`config.mk`:
```
export PLATFORM = sky130hd
export DESIGN_NAME = serial_sub_unit
export DESIGN_NICKNAME = d
export VERILOG_FILES = /design/src/rtl/serial_sub_unit_pkg.sv /design/src/rtl/serial_sub_unit_digit.sv /design/src/rtl/serial_sub_unit.sv
export SDC_FILE = /design/constraint.sdc
export NUM_CORES = 1
export LEC_CHECK = 0
export CAP_MARGIN = 40
export CORE_AREA = 2 2 78 73
export DETAILED_ROUTE_END_ITERATION = 8
export DIE_AREA = 0 0 80 75
export HOLD_SLACK_MARGIN = 0.12
export PLACE_DENSITY = 0.77
export RECOVER_POWER = 50
export SLEW_MARGIN = 20
export SYNTH_ARGS = -nofsm -noshare
export SYNTH_HDL_FRONTEND = slang
export SYNTH_SLANG_ARGS = --single-unit
```
`constraint.sdc`:
```
create_clock -name clk -period 3.35 [get_ports clk]
set_input_delay 0.335 -clock clk [delete_from_list [all_inputs] [get_ports clk]]
set_output_delay 0.335 -clock clk [all_outputs]
set_load 0.005 [all_outputs]
```
`src/rtl/serial_sub_unit_pkg.sv`:
```
// Shared types for the digit-serial subtractor: FSM states and operating modes.
package sub_pkg;

    typedef enum logic [1:0] {
        IDLE = 2'd0,
        CALC = 2'd1,
        FIX  = 2'd2,
        DONE = 2'd3
    } sub_state_t;

    typedef enum logic {
        MODE_MAG  = 1'b0,
        MODE_TWOS = 1'b1
    } sub_mode_t;

endpackage

```
`src/rtl/serial_sub_unit_digit.sv`:
```
// One DIGIT-wide borrow-propagating subtract slice: d = x - y - bin, bout = borrow out.
module sub_digit #(
    parameter int DIGIT = 2
) (
    input  logic [DIGIT-1:0] x,
    input  logic [DIGIT-1:0] y,
    input  logic             bin,
    output logic [DIGIT-1:0] d,
    output logic             bout
);

    // One guard bit: a negative slice result shows up as a set top bit.
    logic [DIGIT:0] full;

    assign full = {1'b0, x} - {1'b0, y} - (DIGIT+1)'(bin);
    assign d    = full[DIGIT-1:0];
    assign bout = full[DIGIT];

endmodule

```
`src/rtl/serial_sub_unit.sv`:
```
// Digit-serial A-B with magnitude or two's-complement result and NZCV-style flags.
// Fixed latency STEPS+1 edges from accept to out_valid; holds result in DONE until out_ready.
module serial_sub_unit
    import sub_pkg::*;
#(
    parameter int WIDTH = 8,
    parameter int DIGIT = 2
) (
    input  logic             clk,
    input  logic             rst,
    input  logic             in_valid,
    output logic             in_ready,
    input  logic [WIDTH-1:0] a,
    input  logic [WIDTH-1:0] b,
    input  logic             mode,
    output logic             out_valid,
    input  logic             out_ready,
    output logic [WIDTH-1:0] result,
    output logic             neg,
    output logic             zero,
    output logic             carry,
    output logic             ovf
);

    localparam int STEPS = WIDTH / DIGIT;
    localparam int CW    = (STEPS > 1) ? $clog2(STEPS) : 1;

    if (WIDTH < 2 || DIGIT < 1 || (WIDTH % DIGIT) != 0) begin : g_bad_params
        $error("serial_sub_unit: WIDTH must be >= 2 and a multiple of DIGIT");
    end

    sub_state_t       state_q;
    sub_mode_t        mode_q;
    logic [WIDTH-1:0] a_q;
    logic [WIDTH-1:0] b_q;
    logic [WIDTH-1:0] diff_q;
    logic             borrow_q;
    logic [CW-1:0]    cnt_q;
    logic             a_msb_q;
    logic             b_msb_q;
    logic [WIDTH-1:0] result_q;
    logic             neg_q;
    logic             zero_q;
    logic             carry_q;
    logic             ovf_q;
    logic             in_ready_q;
    logic             out_valid_q;

    logic [DIGIT-1:0] dig_d;
    logic             bout_d;
    logic [WIDTH-1:0] diff_d;
    logic [WIDTH-1:0] res_fix_d;
    logic             neg_fix_d;
    logic             ovf_fix_d;

    sub_digit #(.DIGIT(DIGIT)) u_digit (
        .x    (a_q[DIGIT-1:0]),
        .y    (b_q[DIGIT-1:0]),
        .bin  (borrow_q),
        .d    (dig_d),
        .bout (bout_d)
    );

    // Difference digits enter at the top so the LSB digit lands at bit 0 after STEPS shifts.
    assign diff_d = (diff_q >> DIGIT) | (WIDTH'(dig_d) << (WIDTH - DIGIT));

    always_comb begin
        res_fix_d = diff_q;
        neg_fix_d = diff_q[WIDTH-1];
        ovf_fix_d = 1'b0;
        if (mode_q == MODE_MAG) begin
            neg_fix_d = borrow_q;
            if (borrow_q) begin
                res_fix_d = WIDTH'(0) - diff_q;
            end
        end else begin
            ovf_fix_d = (a_msb_q != b_msb_q) && (diff_q[WIDTH-1] != a_msb_q);
        end
    end

    always_ff @(posedge clk) begin
        if (rst) begin
            state_q     <= IDLE;
            mode_q      <= MODE_MAG;
            a_q         <= '0;
            b_q         <= '0;
            diff_q      <= '0;
            borrow_q    <= 1'b0;
            cnt_q       <= '0;
            a_msb_q     <= 1'b0;
            b_msb_q     <= 1'b0;
            result_q    <= '0;
            neg_q       <= 1'b0;
            zero_q      <= 1'b0;
            carry_q     <= 1'b0;
            ovf_q       <= 1'b0;
            in_ready_q  <= 1'b1;
            out_valid_q <= 1'b0;
        end else begin
            case (state_q)
                IDLE: begin
                    if (in_valid) begin
                        a_q        <= a;
                        b_q        <= b;
                        mode_q     <= sub_mode_t'(mode);
                        a_msb_q    <= a[WIDTH-1];
                        b_msb_q    <= b[WIDTH-1];
                        diff_q     <= '0;
                        borrow_q   <= 1'b0;
                        cnt_q      <= '0;
                        in_ready_q <= 1'b0;
                        state_q    <= CALC;
                    end
                end
                CALC: begin
                    a_q      <= a_q >> DIGIT;
                    b_q      <= b_q >> DIGIT;
                    diff_q   <= diff_d;
                    borrow_q <= bout_d;
                    if (cnt_q == CW'(STEPS - 1)) begin
                        state_q <= FIX;
                    end else begin
                        cnt_q <= cnt_q + CW'(1);
                    end
                end
                FIX: begin
                    result_q    <= res_fix_d;
                    neg_q       <= neg_fix_d;
                    ovf_q       <= ovf_fix_d;
                    zero_q      <= (res_fix_d == '0);
                    carry_q     <= ~borrow_q;
                    out_valid_q <= 1'b1;
                    state_q     <= DONE;
                end
                DONE: begin
                    if (out_ready) begin
                        out_valid_q <= 1'b0;
                        in_ready_q  <= 1'b1;
                        state_q     <= IDLE;
                    end
                end
                default: state_q <= IDLE;
            endcase
        end
    end

    assign in_ready  = in_ready_q;
    assign out_valid = out_valid_q;
    assign result    = result_q;
    assign neg       = neg_q;
    assign zero      = zero_q;
    assign carry     = carry_q;
    assign ovf       = ovf_q;

endmodule

```
==> metrics <==
# IOs=35; top_reg_cell synth=dfxtp_1; Worst-path clk slew=0.08 ns; Placement Rows=25; ANT nets after route=0; Post-DP Area=0.00263 sq mm; Setup WS post-layout=1.15 ns; Clk Latency, worst-skew pair=0.30 ns; static leakage=around 1.0 nW; Worst Path Required=about 3.5 ns; chip height=around 75 um; hold depth=2; Fmax achieved=455 MHz; Fin Setup TNS=0 ns; post-synthesis async set-or-reset flop share=0%; placed cells=346; Area contributors post-synth=dfxtp_1 40%, nor2_1 7.9%, mux2i_1 7.5%, a211oi_1 5.9%, ha_1 4.9%; CP Capture Type=register; routed wl met2=between 1500 and 2000 um; root buf cell=clkbuf_8; largest net degree at the start of global routing=25; met3 wire length=182 um; post-DP HPWL=3280 um; number of DRC markers in iteration 0=approximately 160; die width=80 um; Hold Fails Final Rpt=0; Bufs on Longest Clock Path=2; final instance area=approximately 0.0027 sq mm; RSZ-0062 raised after global routing=false; starting density of the core=44.4%; # DRC=0; max cap viols=0; sequential area share after synthesis=40.4%; period utilization=65.6%; core area=0.00513 sq mm; initial antenna violation count=0; Seq pwr share=38.7%; post-synthesis cell type count=40; DRT Pass-1 Iters=4; crit path launch type=register; final setup fails=0; Reg2Reg Depth=8; outcome=complete, no violations; top cells by count, synth=48 x nor2_1, 46 x dfxtp_1, 18 x a211oi_1; type of the worst setup path=reg -> reg; Hold Buf Count CTS=0; worst slack at placement=around 1.1 ns; syn_nets=288; Synth Cell Area=0.00228 sq mm; non-filler instance count after layout=roughly 350; Gate power share=45.1%; Post-CTS Setup Bufs=0; Max Slew Vio Count=0; worst clock skew=0.00614 ns; yosys warns=0; worst vdd ir=0.360 mV; clock share of power=16.2%; Final Critical Period=2.20 ns; Design Power=2.17 mW; Via-to-Cell Ratio=roughly 5.1; data arrival time at the worst-slack endpoint=2.39 ns; I/O Buffers=34; GRT overflow=0; largest fanout on the critical path=4; routed length per instance=12.5 um; DR top layer=met4; first-pass GRT wire length=7690 um; post-synth top area cell=dfxtp_1; CTS tree=yes; Nets=318; max_slew headroom=51.9%; GRT Total Usage=16.4%; count leader, synth=nor2_1; # diodes=0; synthesized area per cell=8.90 sq um; sw frac=38.5%; Clock Sink Count=46; post-CTS sizing=0; Syn Inst Count=256; Post-synth EDFFs=0; DRT met1 WL=2250 um; net switching power=0.837 mW; H-tree levels=2; via count=1801; Num CTS Buffers=5; Hold Crit Class=reg -> reg; final WL=4440 um; layout cells sized above 1=6.62%; internal cell power=~1.3 mW; area share of the largest cell type after synthesis=40.4%; Tightest Pin Transition=0.722 ns; die area=0.00600 sq mm; area grow syn2layout=19.6%; vias in the first global route=1643; #FFs+latches synth=46; worst hold slack=0.475 ns; Finished Core Util=53.1%; GP Congestion=0.809; Pwr Density=roughly 800 mW/mm^2
-- per-layer routing --
layer | up-vias | track usage, %
met3 | 4 | 4.92
met5 | - | 0
met1 | 810 | 23.3
li1 | 955 | -
met4 | 0 | 4.33
met2 | 32 | 24.4
-- power by group through the flow --
stage | combinational [mW] | sequential, mW | clock [mW]
final | 0.980 | 0.842 | 0.353
after global placement | 0.971 | 0.854 | 0
after global routing | 1.11 | 0.868 | 0.386
after detailed placement | 1.01 | 0.860 | 0
after floorplan | 0.725 | 0.836 | 0
after CTS | 1.02 | 0.848 | 0.361
-- path summary, 6_finish.rpt --
kind / slack (ns) / to / startpoint
worst max-delay path: 1.15 / diff_q[7]$_SDFFE_PP0P_ / borrow_q$_SDFFE_PP0P_
worst min-delay path: 0.48 / b_msb_q$_SDFFE_PP0P_ / b_msb_q$_SDFFE_PP0P_
worst max register to register: 1.15 / diff_q[7]$_SDFFE_PP0P_ / borrow_q$_SDFFE_PP0P_
worst min register to register: 0.48 / b_msb_q$_SDFFE_PP0P_ / b_msb_q$_SDFFE_PP0P_
-- worst max-delay path: stages (launching register included) --
cell and delay (ns):
dfxtp_1 0.37, inv_1 0.07, fa_1 0.50, inv_1 0.05, ha_1 0.16, or2_2 0.30, fa_1 0.43, a22oi_1 0.17
nor2_1 0.05
-- logic make-up after synthesis --
logic type      after synthesis  synth area share (%)
flops                        46                  40.4
fa+ha+maj                    11                  6.70
compound gates               59                  18.1
xor+xnor                      5                  2.25
simple gates                 89                  17.7
mux                          17                  7.47
buf+inv                      29                  7.31
-- flip-flops by register name (all words and copies together) (netlist names) --
signal and flops:
state_q 2, neg 1, carry 1, b_msb_q 1, a_msb_q 1, diff_q 8
zero 1, in_ready 1, a_q 8, borrow_q 1, ovf 1, b_q 8
result 8, out_valid 1, mode_q 1, cnt_q 2
-- layout make-up --
cell class	instances	area [sq um]
Clock buffer	6	82.6
Inverter	12	45.0
Sequential cell	46	921
Clock inverter	2	12.5
Timing Repair Buffer	40	389
Multi-Input combinational cell	181	1190
Fill cell	482	2410
Tap cell	67	83.8
-- cell usage in the layout, fill, tap and decap left out, types with 4 or more instances in the layout --
cell and count:
inv_1 12, a22oi_1 13, clkdlybuf4s50_1 19, nand3_1 7
nand2_1 17, nor2b_1 4, mux2i_1 17, o21ai_0 6
ha_1 9, a21oi_1 13, a211oi_1 18, dfxtp_1 46
buf_4 4, dlygate4sd3_1 15, nor2_1 48, clkbuf_8 6
Power figures use the tool's default switching activity.
